--- config.mk ---
export PLATFORM = sky130hd
export DESIGN_NAME = ppu_pixel_framer
export DESIGN_NICKNAME = d
export VERILOG_FILES = /design/src/rtl/ppu_pixel_framer.sv
export SDC_FILE = /design/constraint.sdc
export NUM_CORES = 1
export LEC_CHECK = 0
export ABC_AREA = 0
export CAP_MARGIN = 25
export CORE_MARGIN = 5
export CORE_UTILIZATION = 50
export CTS_CLUSTER_DIAMETER = 120
export CTS_CLUSTER_SIZE = 20
export DETAILED_ROUTE_END_ITERATION = 8
export PLACE_DENSITY = 0.83
export SYNTH_ARGS = -nofsm -noshare
export SYNTH_HDL_FRONTEND = slang
export SYNTH_SLANG_ARGS = --single-unit
export TNS_END_PERCENT = 100
--- constraint.sdc ---
create_clock -name clk -period 3.5 [get_ports clk]
set_input_delay 0.875 -clock clk [delete_from_list [all_inputs] [get_ports clk]]
set_output_delay 0.875 -clock clk [all_outputs]
set_load 0.01 [all_outputs]
--- src/rtl/ppu_pixel_framer.sv ---
// ppu_pixel_framer
// Conditions the raw PPU dot stream for the frame recorder: every frame is
// exactly IMAGE_W*IMAGE_H pixel_en beats, short frames padded with PAD_PIXEL,
// excess pixels dropped, and `frame` rises after the last beat of each frame.
// Optional per-frame running checksum of emitted pixels: define FRAMER_CHECKSUM_EN.

module ppu_pixel_framer #(
    parameter int unsigned IMAGE_W      = 256,
    parameter int unsigned IMAGE_H      = 240,
    parameter logic [7:0]  PAD_PIXEL    = 8'h0F,
    parameter int unsigned MIN_FRAME_HI = 4
) (
    input  logic        clk,
    input  logic        rst,
    input  logic [7:0]  ppu_pixel,
    input  logic        ppu_pixel_valid,
    input  logic        ppu_vblank,
    output logic [7:0]  pixel,
    output logic        pixel_en,
    output logic        frame,
    output logic [15:0] frame_cnt,
    output logic        err_short,
    output logic        err_long,
    output logic [15:0] checksum
);

    localparam int unsigned   TOTAL    = IMAGE_W * IMAGE_H;
    localparam int unsigned   PW       = $clog2(TOTAL + 1);
    localparam int unsigned   HW       = (MIN_FRAME_HI < 1) ? 1 : $clog2(MIN_FRAME_HI + 1);
    localparam logic [PW-1:0] TOTAL_C  = PW'(TOTAL);
    localparam logic [HW-1:0] HOLD_MAX = HW'(MIN_FRAME_HI);

    typedef enum logic [1:0] {
        ST_WAIT_SYNC = 2'd0,
        ST_BLANK     = 2'd1,
        ST_ACTIVE    = 2'd2,
        ST_PAD       = 2'd3
    } state_t;

    state_t         r_state;
    state_t         w_state_nx;

    logic           r_vblank_d;
    logic [PW-1:0]  r_pcnt;
    logic [HW-1:0]  r_hold;
    logic [7:0]     r_pixel;
    logic           r_pixel_en;
    logic           r_frame;
    logic [15:0]    r_frame_cnt;
    logic           r_err_short;
    logic           r_err_long;

    logic           w_vblank_rise;
    logic [PW-1:0]  w_pcnt_nx;
    logic [HW-1:0]  w_hold_nx;
    logic [7:0]     w_pixel_nx;
    logic           w_pixel_en_nx;
    logic [15:0]    w_frame_cnt_nx;
    logic           w_err_short_nx;
    logic           w_err_long_nx;
    logic           w_enter_blank;

    assign w_vblank_rise = ppu_vblank & ~r_vblank_d;

    // State register
    always_ff @(posedge clk or posedge rst) begin
        if (rst) begin
            r_state <= ST_WAIT_SYNC;
        end else begin
            r_state <= w_state_nx;
        end
    end

    // Next state, pixel acceptance/padding, counters and sticky error flags
    always_comb begin
        w_state_nx     = r_state;
        w_pcnt_nx      = r_pcnt;
        w_hold_nx      = r_hold;
        w_pixel_nx     = r_pixel;
        w_pixel_en_nx  = 1'b0;
        w_frame_cnt_nx = r_frame_cnt;
        w_err_short_nx = r_err_short;
        w_err_long_nx  = r_err_long;
        w_enter_blank  = 1'b0;

        case (r_state)
            ST_WAIT_SYNC: begin
                if (w_vblank_rise) begin
                    w_state_nx    = ST_BLANK;
                    w_enter_blank = 1'b1;
                end
            end

            ST_BLANK: begin
                w_pcnt_nx = '0;
                if (ppu_pixel_valid) begin
                    w_err_long_nx = 1'b1;
                end
                if (r_hold < HOLD_MAX) begin
                    w_hold_nx = r_hold + HW'(1);
                end
                if (!ppu_vblank && (r_hold >= HOLD_MAX)) begin
                    w_state_nx = ST_ACTIVE;
                end
            end

            ST_ACTIVE: begin
                if (ppu_pixel_valid) begin
                    if (r_pcnt < TOTAL_C) begin
                        w_pixel_nx    = ppu_pixel;
                        w_pixel_en_nx = 1'b1;
                        w_pcnt_nx     = r_pcnt + PW'(1);
                    end else begin
                        w_err_long_nx = 1'b1;
                    end
                end
                // A pixel accepted in the same cycle as the vblank edge counts
                // toward completion, so compare against the updated count.
                if (w_vblank_rise) begin
                    if (w_pcnt_nx == TOTAL_C) begin
                        w_state_nx     = ST_BLANK;
                        w_frame_cnt_nx = r_frame_cnt + 16'd1;
                        w_enter_blank  = 1'b1;
                    end else begin
                        w_state_nx     = ST_PAD;
                        w_err_short_nx = 1'b1;
                    end
                end
            end

            ST_PAD: begin
                if (ppu_pixel_valid) begin
                    w_err_long_nx = 1'b1;
                end
                if (r_pcnt < TOTAL_C) begin
                    w_pixel_nx    = PAD_PIXEL;
                    w_pixel_en_nx = 1'b1;
                    w_pcnt_nx     = r_pcnt + PW'(1);
                end
                if (w_pcnt_nx == TOTAL_C) begin
                    w_state_nx     = ST_BLANK;
                    w_frame_cnt_nx = r_frame_cnt + 16'd1;
                    w_enter_blank  = 1'b1;
                end
            end

            default: begin
                w_state_nx = ST_WAIT_SYNC;
            end
        endcase

        if (w_enter_blank) begin
            w_pcnt_nx = '0;
            w_hold_nx = '0;
        end
    end

    // Datapath registers; frame trails the BLANK state by one cycle so the
    // final beat of a frame always lands before the rising edge.
    always_ff @(posedge clk or posedge rst) begin
        if (rst) begin
            r_vblank_d  <= 1'b0;
            r_pcnt      <= '0;
            r_hold      <= '0;
            r_pixel     <= '0;
            r_pixel_en  <= 1'b0;
            r_frame     <= 1'b0;
            r_frame_cnt <= '0;
            r_err_short <= 1'b0;
            r_err_long  <= 1'b0;
        end else begin
            r_vblank_d  <= ppu_vblank;
            r_pcnt      <= w_pcnt_nx;
            r_hold      <= w_hold_nx;
            r_pixel     <= w_pixel_nx;
            r_pixel_en  <= w_pixel_en_nx;
            r_frame     <= (r_state == ST_BLANK);
            r_frame_cnt <= w_frame_cnt_nx;
            r_err_short <= w_err_short_nx;
            r_err_long  <= w_err_long_nx;
        end
    end

    assign pixel     = r_pixel;
    assign pixel_en  = r_pixel_en;
    assign frame     = r_frame;
    assign frame_cnt = r_frame_cnt;
    assign err_short = r_err_short;
    assign err_long  = r_err_long;

`ifdef FRAMER_CHECKSUM_EN
    logic [15:0] r_acc;
    logic [15:0] r_checksum;
    logic [15:0] w_acc_sum;

    assign w_acc_sum = r_acc + (w_pixel_en_nx ? {8'h00, w_pixel_nx} : 16'h0000);

    // Running sum of emitted beats, latched and cleared on entry to BLANK
    always_ff @(posedge clk or posedge rst) begin
        if (rst) begin
            r_acc      <= '0;
            r_checksum <= '0;
        end else if (w_enter_blank) begin
            r_acc      <= '0;
            r_checksum <= w_acc_sum;
        end else begin
            r_acc      <= w_acc_sum;
        end
    end

    assign checksum = r_checksum;
`else
    assign checksum = '0;
`endif

endmodule
==> metrics.txt <==
total power=993.1 uW; final hold viol count=0; Via density=5.971; critical path endpoint category=flip-flop; GRT Total Usage=0.1971; clock skew=10.88 ps; Clock Path Buffers=2; DIE WIDTH=93.44 um; Net Sw Frac=0.2491; sequential area share after synthesis=0.3595; DRC=0; cell taking the most area after synthesis=dfrtp_1; Worst Path Required=3710 ps; Starting Density=0.5123; Logic pwr share=0.048; layout cells sized above 1=0.1247; placed cell count=513; Max IR drop VDD=0.2444 mV; ys flop type=dfrtp_1; Syn-to-layout area delta=16.79%; Util after Layout=0.5983; Max Fclk=0.3155 GHz; WHS Endpoint=err_short; Crit Path Max Fanout=11; worst-margin pin slew=942.4 ps; Seq pwr share=0.583; initial antenna violation count=0; cell area after technology mapping=3481 um^2; WP buf/inv=3; TritonCTS Buffers=5; r2r setup slk=350 ps; synthesized netlist cell count=388; asr flop ratio synth=1.000; GP Congestion=0.9864; total leakage power=1.683 nW; Fillers=606; Detailed Place HPWL=6467 um; Critical Path AT=3380 ps; max-slew violation count=0; dominant cells by area after synthesis=dfrtp_1, xnor2_1, buf_4; IO buf count=39; slowest CP cell=clkdlybuf4s50_1; Hold Crit Depth=1; DRT Pass-1 Iters=5; Top delay family on crit path=buffers and inverters; WL met2=4130 um; largest net degree at the start of global routing=30; final setup vio count=0; die height=93.44 um; switching pwr=247.4 uW; Root Buffer=clkbuf_8; Sink Count=50; Synth cell types=64; Post-synth top cells=dfrtp_1, nor2_1, nand2_1; internal power=745.7 uW; worst r2r src=r_pcnt[1]; Worst R2R Path Depth=9; CTS tree=yes; cell area power density=244.3 nW/um^2; Congestion Overflow GR=0; Core Box Area=6794 um^2; Post-DRT Antenna Nets=0; Reg clk slew, reported paths=110 ps; crit-path most repeated cell=buf_4; unrepaired setup endpoints after global routing=no; HP Start=err_short; WL per Instance=16.70 um; post-cts sizing count=0; top cell type's share of synthesized area=0.3595; Hold-fix buffers, CTS=0; EDFF count, synth=0; Die Area=8730 um^2; number of global-route vias before repair=2848; Relative slew margins=0.3717; synthesized area per cell=8.971 um^2; n_diodes=0; # H-tree levels=2; post-route minimum period=3169 ps; Skew-Pair Late Insertion Delay=310 ps; type of the worst min-delay path=flip-flop to flip-flop; status=finished, final reports clean; IO Pins=56; WL met1=3606 um; Setup crit start kind=input port; Starting DRT DRC Count=356; share of the clock period used by the worst path=0.9055; critical path's largest stage delay=480 ps; CP cell instances=clkdlybuf4s50_1 > buf_4 > and2_0 > buf_4 > o211a_1 > o211ai_1 > nor4_2 > a21o_2 > nand2_1 > mux2_4; Syn. warnings=0; Site Rows=30; Post-Route WL=8700 um; TNS Setup=0 ps; Crit Path Category=input port to flip-flop; highest routed layer=met4; first-pass GRT wire length=14060 um; Post-CTS Repair Setup Buffers=0; Yosys reg bits=50; Reg2Reg Capture Point=frame_cnt[1]; Cell Count, Final, Fillers Out=521; Max Cap Violations=0; routed vias=3111; met3 WL=758 um; count leader, synth=dfrtp_1; nets=444; clock share of power=0.369
## routing by layer
metal,up-vias,GRT usage
met3,22,0.03620
met5,-,0
met4,0,0.05983
li1,1455,-
met2,152,0.3204
met1,1482,0.2661
## flip-flops by register name, indices dropped and copies added (netlist names)
| signal | flops |
|---|---|
| r_state | 2 |
| frame_cnt | 16 |
| err_short | 1 |
| r_pcnt | 16 |
| pixel_en | 1 |
| pixel | 8 |
| frame | 1 |
| r_vblank_d | 1 |
| err_long | 1 |
| r_hold | 3 |
## layout by cell type (no fill, tap or decap), types with 3 or more instances in the layout
cell / instances
and4_1: 6
conb_1: 16
nor4_2: 5
ha_1: 8
and2_1: 7
o21ai_0: 12
mux2i_1: 6
a21oi_1: 17
nand4_1: 19
nor2_1: 34
o22ai_1: 5
a21o_1: 3
and3_1: 15
mux2_2: 5
a22oi_1: 6
or3_1: 3
xnor2_1: 23
nand3b_1: 3
dfrtp_1: 50
buf_12: 3
inv_1: 10
nand2_1: 25
nand2b_1: 4
buf_4: 18
xor2_1: 5
clkbuf_8: 5
nand3_1: 15
clkdlybuf4s50_1: 39
o22a_1: 3
nor3_1: 7
## worst max-delay path by stage
stage / to / start / depth (start not counted) / slack, ps
3_5_place_dp: r_pcnt[13] / ppu_pixel_valid / 10 / 60
6_report: frame_cnt[1] / ppu_pixel_valid / 10 / 330
5_1_grt: frame_cnt[5] / r_pcnt[1] / 10 / 180
4_1_cts: frame_cnt[5] / ppu_pixel_valid / 10 / 350
3_3_place_gp: r_pcnt[7] / ppu_pixel_valid / 10 / 100
2_1_floorplan: frame_cnt[1] / ppu_pixel_valid / 9 / 420
## per-stage QoR
stage / hold slack, ps / area, um^2 / setup WS [ps]
after detailed placement: 444.2 / 3968 / 58.90
after floorplan: 493.2 / 3537 / 420.0
after CTS: 467.1 / 4065 / 346.7
after global placement: 442.8 / 3968 / 99.19
final: 466.1 / 4065 / 330.6
after global routing: 479.0 / 4065 / 177.9
## cell type report
class / count / area, um^2 / area share
Tap cell: 96 / 120.1 / 0.02955
Clock buffer: 5 / 68.82 / 0.01693
Timing Repair Buffer: 60 / 585.6 / 0.1440
Sequential cell: 50 / 1251 / 0.3078
Multi-Input combinational cell: 296 / 1969 / 0.4845
Clock inverter: 3 / 28.78 / 0.007079
Inverter: 11 / 41.29 / 0.01016
## cells by family after synthesis
logic type / synth area share
compound gates: 0.1575
xor+xnor: 0.07045
fa+ha+maj: 0.02876
buf+inv: 0.09274
flops: 0.3595
mux: 0.03774
other cells: 0.001077
simple gates: 0.2523
## power by group through the flow
| stage | sequential (mW) | combinational [mW] | clock, mW |
|---|---|---|---|
| after floorplan | 0.591 | 0.0370 | 0 |
| after global placement | 0.590 | 0.0473 | 0 |
| after detailed placement | 0.590 | 0.0480 | 0 |
| after CTS | 0.579 | 0.0482 | 0.374 |
| after global routing | 0.579 | 0.0529 | 0.398 |
| final | 0.579 | 0.0480 | 0.366 |
Note: power is estimated with default switching activity, not from simulation.
